[config.mk]
export PLATFORM = sky130hd
export DESIGN_NAME = mul_share_arbiter
export DESIGN_NICKNAME = d
export VERILOG_FILES = /design/src/rtl/mul_share_pkg.sv /design/src/rtl/mul_share_rr.sv /design/src/rtl/wallace_8x8_product.sv /design/src/rtl/mul_share_arbiter.sv
export SDC_FILE = /design/constraint.sdc
export NUM_CORES = 1
export LEC_CHECK = 0
export ABC_AREA = 1
export CAP_MARGIN = 10
export CORE_UTILIZATION = 52
export CTS_CLUSTER_DIAMETER = 80
export DETAILED_ROUTE_END_ITERATION = 10
export PLACE_DENSITY = 0.9
export REMOVE_ABC_BUFFERS = 1
export SLEW_MARGIN = 0
export SYNTH_ARGS = -nofsm -noshare
export SYNTH_HDL_FRONTEND = slang
export SYNTH_SLANG_ARGS = --single-unit
export TNS_END_PERCENT = 100
[constraint.sdc]
create_clock -name clk -period 6.7 [get_ports clk]
set_input_delay 1.34 -clock clk [delete_from_list [all_inputs] [get_ports clk]]
set_output_delay 1.34 -clock clk [all_outputs]
set_load 0.005 [all_outputs]
[src/rtl/mul_share_pkg.sv]
// mul_share_pkg: shared FSM encoding and widths for the multiplier-sharing arbiter
package mul_share_pkg;
  typedef enum logic [1:0] {IDLE = 2'd0, CALC = 2'd1, RESP = 2'd2} state_t;
  localparam int OPW = 8;
  localparam int PW = 16;
  localparam int NREQ_DEF = 4;
endpackage

[src/rtl/mul_share_rr.sv]
// mul_share_rr: round-robin one-hot grant, searching circularly from ptr+1
module mul_share_rr #(
  parameter int NREQ = 4,
  parameter int IDW = 2
) (
  input  logic [NREQ-1:0] req_valid,
  input  logic [IDW-1:0]  ptr,
  output logic [NREQ-1:0] grant
);
  logic [IDW-1:0] j;
  // walk from the farthest candidate inward so the nearest valid one wins
  always_comb begin
    grant = '0;
    j = '0;
    for (int k = NREQ; k >= 1; k--) begin
      j = IDW'((int'(ptr) + k) % NREQ);
      if (req_valid[j]) grant = NREQ'(1) << j;
    end
  end
endmodule

[src/rtl/wallace_8x8_product.sv]
// wallace_8x8_product: unsigned 8x8 combinational multiplier, carry-save reduction of partial products
module wallace_8x8_product (
  input  logic [7:0]  a,
  input  logic [7:0]  b,
  output logic [15:0] z
);
  logic [15:0] s, c, pp, t;
  always_comb begin
    s = '0;
    c = '0;
    pp = '0;
    t = '0;
    for (int i = 0; i < 8; i++) begin
      pp = b[i] ? 16'(a) << i : '0;
      t = s ^ c ^ pp;
      c = ((s & c) | (s & pp) | (c & pp)) << 1;
      s = t;
    end
    z = s + c;
  end
endmodule

[src/rtl/mul_share_arbiter.sv]
// mul_share_arbiter: round-robin sharing of one 8x8 multiplier; define MUL_SHARE_STATS_EN to add op_count
module mul_share_arbiter
  import mul_share_pkg::*;
#(
  parameter int NREQ = NREQ_DEF,
  parameter int IDW = 2
) (
  input  logic              clk,
  input  logic              clrn,
  input  logic [NREQ-1:0]   req_valid,
  input  logic [OPW*NREQ-1:0] req_a,
  input  logic [OPW*NREQ-1:0] req_b,
  output logic [NREQ-1:0]   req_ready,
  output logic              rsp_valid,
  input  logic              rsp_ready,
  output logic [IDW-1:0]    rsp_id,
  output logic [PW-1:0]     rsp_z
`ifdef MUL_SHARE_STATS_EN
  , output logic [15:0]     op_count
`endif
);
  state_t state;
  logic [OPW-1:0] op_a, op_b;
  logic [IDW-1:0] id_r, ptr, gidx;
  logic [NREQ-1:0] grant;
  logic [PW-1:0] prod;
  mul_share_rr #(.NREQ(NREQ), .IDW(IDW)) u_rr (.req_valid(req_valid), .ptr(ptr), .grant(grant));
  wallace_8x8_product u_mul (.a(op_a), .b(op_b), .z(prod));
  assign req_ready = state == IDLE ? grant : '0;
  always_comb begin
    gidx = '0;
    for (int i = 0; i < NREQ; i++) if (grant[i]) gidx = IDW'(i);
  end
  always_ff @(posedge clk or negedge clrn)
    if (!clrn) begin
      state <= IDLE;
      op_a <= '0;
      op_b <= '0;
      id_r <= '0;
      ptr <= IDW'(NREQ - 1);
      rsp_valid <= 1'b0;
      rsp_id <= '0;
      rsp_z <= '0;
    end else
      case (state)
        IDLE: if (|grant) begin
          op_a <= req_a[gidx*OPW +: OPW];
          op_b <= req_b[gidx*OPW +: OPW];
          id_r <= gidx;
          ptr <= gidx;
          state <= CALC;
        end
        CALC: begin
          rsp_z <= prod;
          rsp_id <= id_r;
          rsp_valid <= 1'b1;
          state <= RESP;
        end
        RESP: if (rsp_ready) begin
          rsp_valid <= 1'b0;
          state <= IDLE;
        end
        default: state <= IDLE;
      endcase
`ifdef MUL_SHARE_STATS_EN
  always_ff @(posedge clk or negedge clrn)
    if (!clrn) op_count <= '0;
    else if (rsp_valid && rsp_ready) op_count <= op_count + 16'd1;
`endif
endmodule

Yosys cells after proc, flatten, opt, wreduce, memory -nomap -nowiden
Index checks and enable logic that the tools add are counted.

word-level totals
  register bits after elaboration = 41
  bits of input ports = 71
  output and inout port bits = 23
  word-level logic and storage cells = 106

cells by class
  add/subtract/negate cells = 5
  order comparisons = 4
  eq/ne operators = 4
  shift-type cells = 6
  muxes and demuxes = 29
  bitwise gates (word level) = 44
  reductions and logical operators = 6

operator list
  cell                 count
  $and 15x15->15       14
  $or 15x15->15        12
  $xor 16x16->16       6
  $shiftx 32x6->8      2
  $and 15x13->15       2
  $and 15x14->15       2
  $mux 4               5
  $add 16x16->16       1
  $shl 1x2->4 const A  4
  $xor 16x10->16       1
  $xor 16x11->16       1
  $xor 16x12->16       1
  $xor 16x13->16       1
  $xor 16x14->16       1
  $xor 16x15->16       1
  $mux 15              1
  $mux 14              1
  $mux 13              1
  $lt 2x3->1 const B   4
  $mux 12              1
  $mux 11              1
  $mux 10              1
  $and 8x9->9          1
  $mux 9               1
  other kinds (17)     32

Depth between registers and ports, before layout
Gate-level depths: netlist of run 1.

  depth in word-level cells = 21
  gate-level depth with buffers = 22
  depth with buffers taken out = 21

Hierarchy
From an unflattened synthesis of run 1, not the netlist that was laid out.

second synthesis, totals
  cells, all modules = 672
  area, all modules = 4508.1 µm²

by module, submodules not included
  module               instances  cells an instance  area each (µm²)
  mul_share_arbiter    1          369                2403.6
  wallace_8x8_product  1          231                1725.4
  mul_share_rr         1          72                 379.1

Least setup slack after synthesis of run 1
Ideal clock, no wire load.

  path kind = reg2reg
  from = register op_b[1]
  to = register rsp_z[14]
  setup time = 0.136 ns
  arrival = 5.185 ns
  data required time = 6.564 ns
  slack = 1.379 ns
  stages on the path, launching flop included = 22
  path through = dfrtp_1 -> clkbuf_1 -> nand2_1 -> inv_1 -> ha_1 -> inv_1 -> fa_1 -> fa_1 -> fa_1 -> fa_1 -> fa_1 -> fa_1 -> inv_1 -> ha_1 -> fa_1 -> a31oi_1 -> inv_1 -> a21oi_1 -> nor2_1 -> nor2_1 -> xor2_1 -> o21ai_0

between the ends
  cells in the longest elaborated chain, start to end = 21
  elaborated cells between the ends (all ways) = 46
  those cells by class = add/sub (1); mux (1); bitwise (44)

ends and longest elaborated chain
  what                                               line                                                  text
  from (decl)                                        mul_share_arbiter.sv:23                               logic [OPW-1:0] op_a, op_b;
  from (signal assigned)                             mul_share_arbiter.sv:48                               op_b <= req_b[gidx*OPW +: OPW];
  $mux 9 *                                           wallace_8x8_product.sv:14                             pp = b[i] ? 16'(a) << i : '0;
  $xor 8x9->9 / $and 8x9->9 (equally long branches)  wallace_8x8_product.sv:15, wallace_8x8_product.sv:16
  $and 15x15->15                                     wallace_8x8_product.sv:16                             c = ((s & c) | (s & pp) | (c & pp)) << 1;
  $or 15x15->15 (2 in series)                        wallace_8x8_product.sv:16
  $and 15x15->15                                     wallace_8x8_product.sv:16
  $or 15x15->15 (2 in series)                        wallace_8x8_product.sv:16
  $and 15x15->15                                     wallace_8x8_product.sv:16
  $or 15x15->15 (2 in series)                        wallace_8x8_product.sv:16
  $and 15x15->15                                     wallace_8x8_product.sv:16
  $or 15x15->15 (2 in series)                        wallace_8x8_product.sv:16
  $and 15x15->15                                     wallace_8x8_product.sv:16
  $or 15x15->15 (2 in series)                        wallace_8x8_product.sv:16
  $and 15x15->15                                     wallace_8x8_product.sv:16
  $or 15x15->15 (2 in series)                        wallace_8x8_product.sv:16
  $add 16x16->16 *                                   wallace_8x8_product.sv:19                             z = s + c;
  to (signal assigned)                               mul_share_arbiter.sv:54                               rsp_z <= prod;
  to (decl)                                          mul_share_arbiter.sv:17                               output logic [PW-1:0] rsp_z

Every way passes the cells marked *; elsewhere a longest branch is shown, timed or not.
A chain may end at the register's enable or synchronous reset.

Worst setup path in the final report of run 1
Ends and elaborated chain as after synthesis.

==> results.yml, run 1 <==
synthesis:
  yosys.cell_types.count: 27
  yosys.area.top_type_share_pct: 22.82
  post_synth_main_area_contributors: "dfrtp_1, nand2_1, fa_1, inv_1, ha_1"
  post_synth_instance_area_mm2: 0.004277
  post_synth.cell_area_avg_um2: 7.092
  seq_area_frac_synth_pct: 24.05
  synthesis.yosys.warnings: 0
  synth.largest_area_cell: "dfrtp_1"
  synth.ff_latch_count: 41
  post_synth_inst_count: 603
sta:
  grt_setup_unrepaired: "no"
  drv_slew: 0
  final.period_utilization_pct: 84.06
  setup_violations: 0
  final_hold_viol_count: 0
  clock-skew-final_ns: 0.009677
  timing_worst_slew_pin_value_ns: 0.8998
  fin_hold_ws_ns: 0.4720
  slew_headroom_pct: 40.01
  timing.final.crit_period_ns: 5.632
  aggregate_negative_setup_slack_ns: 0
  maxClockFrequency_mhz: 177.6
global_routing:
  grt_pass1_vias: 3712
  grt_overflow_total: 0
  wire_length_of_the_first_global_routing_pass_um: 16150
  number_of_antenna_violations_at_the_first_check_in_global_routing: 0
  grt_max_degree: 42
  grtUsageTotal_pct: 23.39
setup_path:
  crit_type: "register to register"
  critPathCaptureType: "register"
  cp.arrival_ns: 5.78
  critical_path.max_fanout: 9
  cp.required_ns: 6.85
  cp-start-kind: "register"
outcome:
  status: "finished clean"
route:
  routed_wirelength_um: 9436
  antenna_violating_nets_post_route: 0
  vias: 3901
  drt-wirelength-per-cell_um: 12.14
  firstDrtPassIters: 5
  first_iter_violations: 172
  drc: 0
  post_drt_via_cell_ratio: 5.021
die:
  fp.dieW_um: 92.69
  floorplan.initialDensity_pct: 54.50
  fp.dieArea_mm2: 0.008591
  io-pin-count: 94
  design.core.area_mm2: 0.007848
  die-height_um: 92.69
  fp-row-count: 32
clock_network:
  cts.clk_slew.worst_paths_ns: 0.08
  cts_max_level: 2
  cts.repair_timing.setup_buffer_count: 0
  cts_max_path_buffers: 2
  cts_buffers: 5
  root_buffer: "clkbuf_8"
  worst_skew_pair.late_latency_ns: 0.30
  cts_repair_resize_count: 0
  tritoncts: "done"
  tritoncts_num_sinks: 41
  post_cts_hold_buffer_count: 0
job:
  max_cap_violations: 0
placement:
  gp_routability_congestion: 0.8776
  post-dp-hpwl_um: 7262
  placement.io_buffers: 93
finish:
  antenna-diode-count: 0
  multi_input_gate_area_mm2: 0.002746
  layout.cells.most_common_list: "nand2_1, clkdlybuf4s50_1, inv_1"
  finalNetCount: 806
  mostFrequentLayoutCell: "nand2_1"
  areaGrowthSynthToFinish_pct: 23.96
  fill_cells: 667
  drive_above_1_share_pct: 4.148
  register_area_mm2: 0.001028
worst_hold_path:
  hold_path.class: "register to register"
## per-stage QoR
| step | worst slack [ns] | cells | utilization [%] | cell area, um2 |
|---|---|---|---|---|
| after floorplan | 1.441 | 573 | - | 4133 |
| after CTS | 1.068 | 777 | 67.55 | 5301 |
| after detailed placement | 1.117 | 769 | 66.18 | 5194 |
| after global routing | 0.7443 | 777 | 67.55 | 5301 |
| final | 1.068 | 777 | 67.55 | 5301 |
| after global placement | 1.291 | 769 | 66.18 | 5194 |
## synth_stat cells, drive strengths merged
cell type  number
clkinv          1
ha             18
dfrtp          39
nor2           57
inv            93
buf            11
o21ai          24
nand2         237
nand3b         17
a31oi           1
clkbuf         19
fa             43
a21oi          19
xor2            3
o211ai          1
nand3          18
dfstp           2
## final timing paths
check / start / end / slack [ns] / depth (start not counted)
max reg2reg: op_b[1] / rsp_z[14] / 1.07 / 20
min reg2reg: rsp_z[8] / rsp_z[8] / 0.47 / 2
max: op_b[1] / rsp_z[14] / 1.07 / 20
min: rsp_z[8] / rsp_z[8] / 0.47 / 2
max in group asynchronous: clrn / op_b[2] / 4.98 / 1
min in group asynchronous: clrn / rsp_id[1] / 1.16 / 1
## registers in the layout, summed over array words and instances, names as in the netlist
| register | flops |
|---|---|
| state | 2 |
| rsp_z | 16 |
| op_b | 8 |
| ptr | 2 |
| rsp_valid | 1 |
| rsp_id | 2 |
| op_a | 8 |
| id_r | 2 |
## worst max-delay path, cell delays in order (launching register included)
cell and delay (ns):
dfrtp_1 0.49, nand2_1 0.12, inv_1 0.04, ha_1 0.28, inv_1 0.07, fa_1 0.42, fa_1 0.47, fa_1 0.47
fa_1 0.50, fa_1 0.52, fa_1 0.55, inv_1 0.04, ha_1 0.20, fa_1 0.41, a31oi_1 0.26, inv_1 0.07
a21oi_1 0.14, nor2_1 0.06, nor2_1 0.13, xor2_1 0.15, o21ai_0 0.08
## cell families (layout without fill, tap and decap cells)
| kind of cell | after synthesis | count (layout) | share of synthesized area [%] |
|---|---|---|---|
| buffers and inverters | 124 | 196 | 11.73 |
| flip-flops | 41 | 41 | 24.05 |
| adder cells (fa/ha/maj) | 61 | 61 | 25.40 |
| AND/OR/NAND/NOR | 329 | 329 | 31.71 |
| XOR/XNOR | 3 | 3 | 0.6145 |
| AO/OA/AOI/OAI | 45 | 45 | 6.496 |
## metal layers
| metal | vias up | part of all wire, % | track usage [%] |
|---|---|---|---|
| li1 | 1933 | - | - |
| met1 | 1832 | 43 | 28.79 |
| met2 | 123 | 51 | 42.53 |
| met3 | 13 | 5.0 | 3.612 |
| met4 | 0 | 1.6 | 6.282 |
| met5 | - | 0 | 0 |
## final cells by class
type                    count  area share (%)
clock inverters             2          0.6608
well taps                 102           2.407
repair buffers             94           17.61
clock buffers               6           1.369
inverters                  94           6.750
multi-input cells         438           51.81
flip-flops and latches     41           19.40
Power of run 1 is left out: the tool's default activity adds up to more than one toggle a clock period on the data nets, which glitch-free logic cannot reach.
==> run 2: changes to the inputs <==
--- a/config.mk
+++ b/config.mk
@@ -7,10 +7,10 @@
 export LEC_CHECK = 0
 export ABC_AREA = 1
 export CAP_MARGIN = 10
-export CORE_UTILIZATION = 52
+export CORE_UTILIZATION = 47
 export CTS_CLUSTER_DIAMETER = 80
 export DETAILED_ROUTE_END_ITERATION = 10
-export PLACE_DENSITY = 0.9
+export PLACE_DENSITY = 0.86
 export REMOVE_ABC_BUFFERS = 1
 export SLEW_MARGIN = 0
 export SYNTH_ARGS = -nofsm -noshare
==> constraint.sdc (replaced) <==
create_clock -name clk -period 4.55 [get_ports clk]
set_input_delay 0.91 -clock clk [delete_from_list [all_inputs] [get_ports clk]]
set_output_delay 0.91 -clock clk [all_outputs]
set_load 0.005 [all_outputs]
==> run 2 against run 1 <==
Against the previous run: the run now ends with setup timing left; fmax rose by 7.7%; non-clock buffer count rose by 26; cell count rose by 4.1%; global-route usage fell by 1.4 points; clock skew fell by 0.0015 ns; register-to-register slack got worse by 1.7 ns; count of clock-buffer cells in the layout did not move; critical path type unchanged; routed wire length rose by 7.6%; critical path depth did not move.
==> results.yml, run 2 (synthesis gave the netlist of run 1 again) <==
setup_path:
  slowest_delay_ns: 0.58
  worst-path-buf-inv: 4
  path_common_cell: "fa_2"
  critPathCaptureType: "register"
  crit_type: "register to register"
  critical_path.max_fanout: 5
  critical-path-top-delay-family: "adder cells"
  critical_path.cell_chain: "nand2_1 -> inv_2 -> ha_4 -> inv_2 -> fa_2 -> fa_2 -> fa_2 -> fa_2 -> fa_2 -> fa_1 -> inv_2 -> ha_4 -> fa_2 -> a31oi_4 -> inv_2 -> a21oi_2 -> nor2_1 -> nor2_1 -> xor2_1 -> o21ai_1"
  cp.required_ns: 4.70
  cpMaxStageDelayCell: "fa_2"
  cp-start-kind: "register"
  cp.arrival_ns: 5.38
route:
  post_drt_via_cell_ratio: 4.939
  firstDrtPassIters: 4
  antenna_violating_nets_post_route: 0
  drt-wirelength-per-cell_um: 12.55
  routed_wirelength_um: 10150
  first_iter_violations: 156
  vias: 3996
  drc: 0
sta:
  maxClockFrequency_mhz: 191.3
  setup_violations: 7
  aggregate_negative_setup_slack_ns: -2.771
  drv_slew: 0
  final.period_utilization_pct: 114.9
  final_hold_viol_count: 0
  slew_headroom_pct: 39.39
  clock-skew-final_ns: 0.008149
  timing_worst_slew_pin_value_ns: 0.9092
  post-route-worst-setup-slack_ns: -0.6771
  timing.final.crit_period_ns: 5.227
  grt_setup_unrepaired: "yes"
placement:
  post-dp-hpwl_um: 7668
  placement.io_buffers: 93
  gp_routability_congestion: 0.8835
die:
  io-pin-count: 94
  design.core.area_mm2: 0.008763
  die-height_um: 97.39
  floorplan.initialDensity_pct: 48.80
  fp.dieArea_mm2: 0.009485
  fp-row-count: 34
  fp.dieW_um: 97.39
finish:
  areaGrowthSynthToFinish_pct: 30.90
  largest_register_ff_count: 16
  reg_top3: "rsp_z: 16 flops, op_a: 8 flops, op_b: 8 flops"
  top_register: "rsp_z"
  drive_above_1_share_pct: 12.70
  mostFrequentLayoutCell: "nand2_1"
  finalNetCount: 832
  fill_cells: 748
  antenna-diode-count: 0
  layout.cells.most_common_list: "nand2_1, clkdlybuf4s50_1, inv_1"
clock_network:
  post_cts_hold_buffer_count: 0
  tritoncts: "done"
  cts_buffers: 5
  cts_max_path_buffers: 2
  tritoncts_num_sinks: 41
  root_buffer: "clkbuf_8"
  worst_skew_pair.late_latency_ns: 0.30
  cts.clk_slew.worst_paths_ns: 0.08
  cts_max_level: 2
global_routing:
  grtUsageTotal_pct: 22.04
  grt_pass1_vias: 3885
  wire_length_of_the_first_global_routing_pass_um: 17320
  grt_overflow_total: 0
  grt_max_degree: 42
  number_of_antenna_violations_at_the_first_check_in_global_routing: 0
worst_hold_path:
  hold_path.class: "register to register"
outcome:
  failed_checks: "setup timing"
  status: "finished, violations left"
job:
  max_cap_violations: 0
## run 2: cell types whose count changed in the layout (fill, tap and decap cells not counted), moves of 4 or more
| cell | previous run | this run |
|---|---|---|
| o21ai_0 | 18 | 14 |
| o21ai_1 | 4 | 8 |
| fa_2 | 0 | 17 |
| fa_1 | 43 | 26 |
| inv_1 | 90 | 82 |
| buf_4 | 1 | 26 |
| inv_2 | 3 | 11 |
## run 2: final timing paths
path                            startpoint        end  slack (ns)  depth (start not counted)
worst max-delay path               op_b[1]  rsp_z[14]       -0.68                         20
worst min-delay path              rsp_z[8]   rsp_z[8]        0.48                          2
worst max register to register     op_b[1]  rsp_z[14]       -0.68                         20
worst min register to register    rsp_z[8]   rsp_z[8]        0.48                          2
max in group asynchronous             clrn    op_a[1]        3.24                          1
min in group asynchronous             clrn  rsp_id[1]        0.74                          1
## run 2: area by class of cell
type,count,area [um2],area share (%)
Timing Repair Buffer,120,1132,20.23
Inverter,94,357.8,6.392
Sequential cell,41,1028,18.37
Clock inverter,2,10.01,0.1788
Clock buffer,6,72.57,1.296
Tap cell,108,135.1,2.414
Multi-Input combinational cell,438,2861,51.12
## run 2: routing by layer
layer	global-route usage, %	vias to the layer above	wire length [um]
li1	-	1991	-
met1	27.52	1873	4213
met2	40.08	119	5279
met3	3.022	13	491
met4	5.317	0	166
met5	0	-	0
## run 2: tightest hold or removal path: stages (launching register included)
cell     delay, ns
dfrtp_1       0.34
nand2_1       0.06
nand2_1       0.05
## run 2: stage by stage
step                hold slack, ns  instance area [um2]  util [%]  std cells  worst slack, ns
CTS                         0.4857                 5552     63.35        808          -0.7217
global route                0.5125                 5598     63.88        809          -0.8920
floorplan                   0.4654                 4133         -        573          -0.7092
finish                      0.4784                 5598     63.88        809          -0.6771
detailed placement          0.4663                 5359     61.15        796          -0.9039
global placement            0.4552                 5359     61.15        796          -0.7388
## run 2: timing repair
action                                  CTS  global route
buffers inserted                          4             1
endpoints found under the setup margin    7             7
gates resized for setup                  27            16
pin swaps                                22            26
Power of run 2 is left out for the same reason.
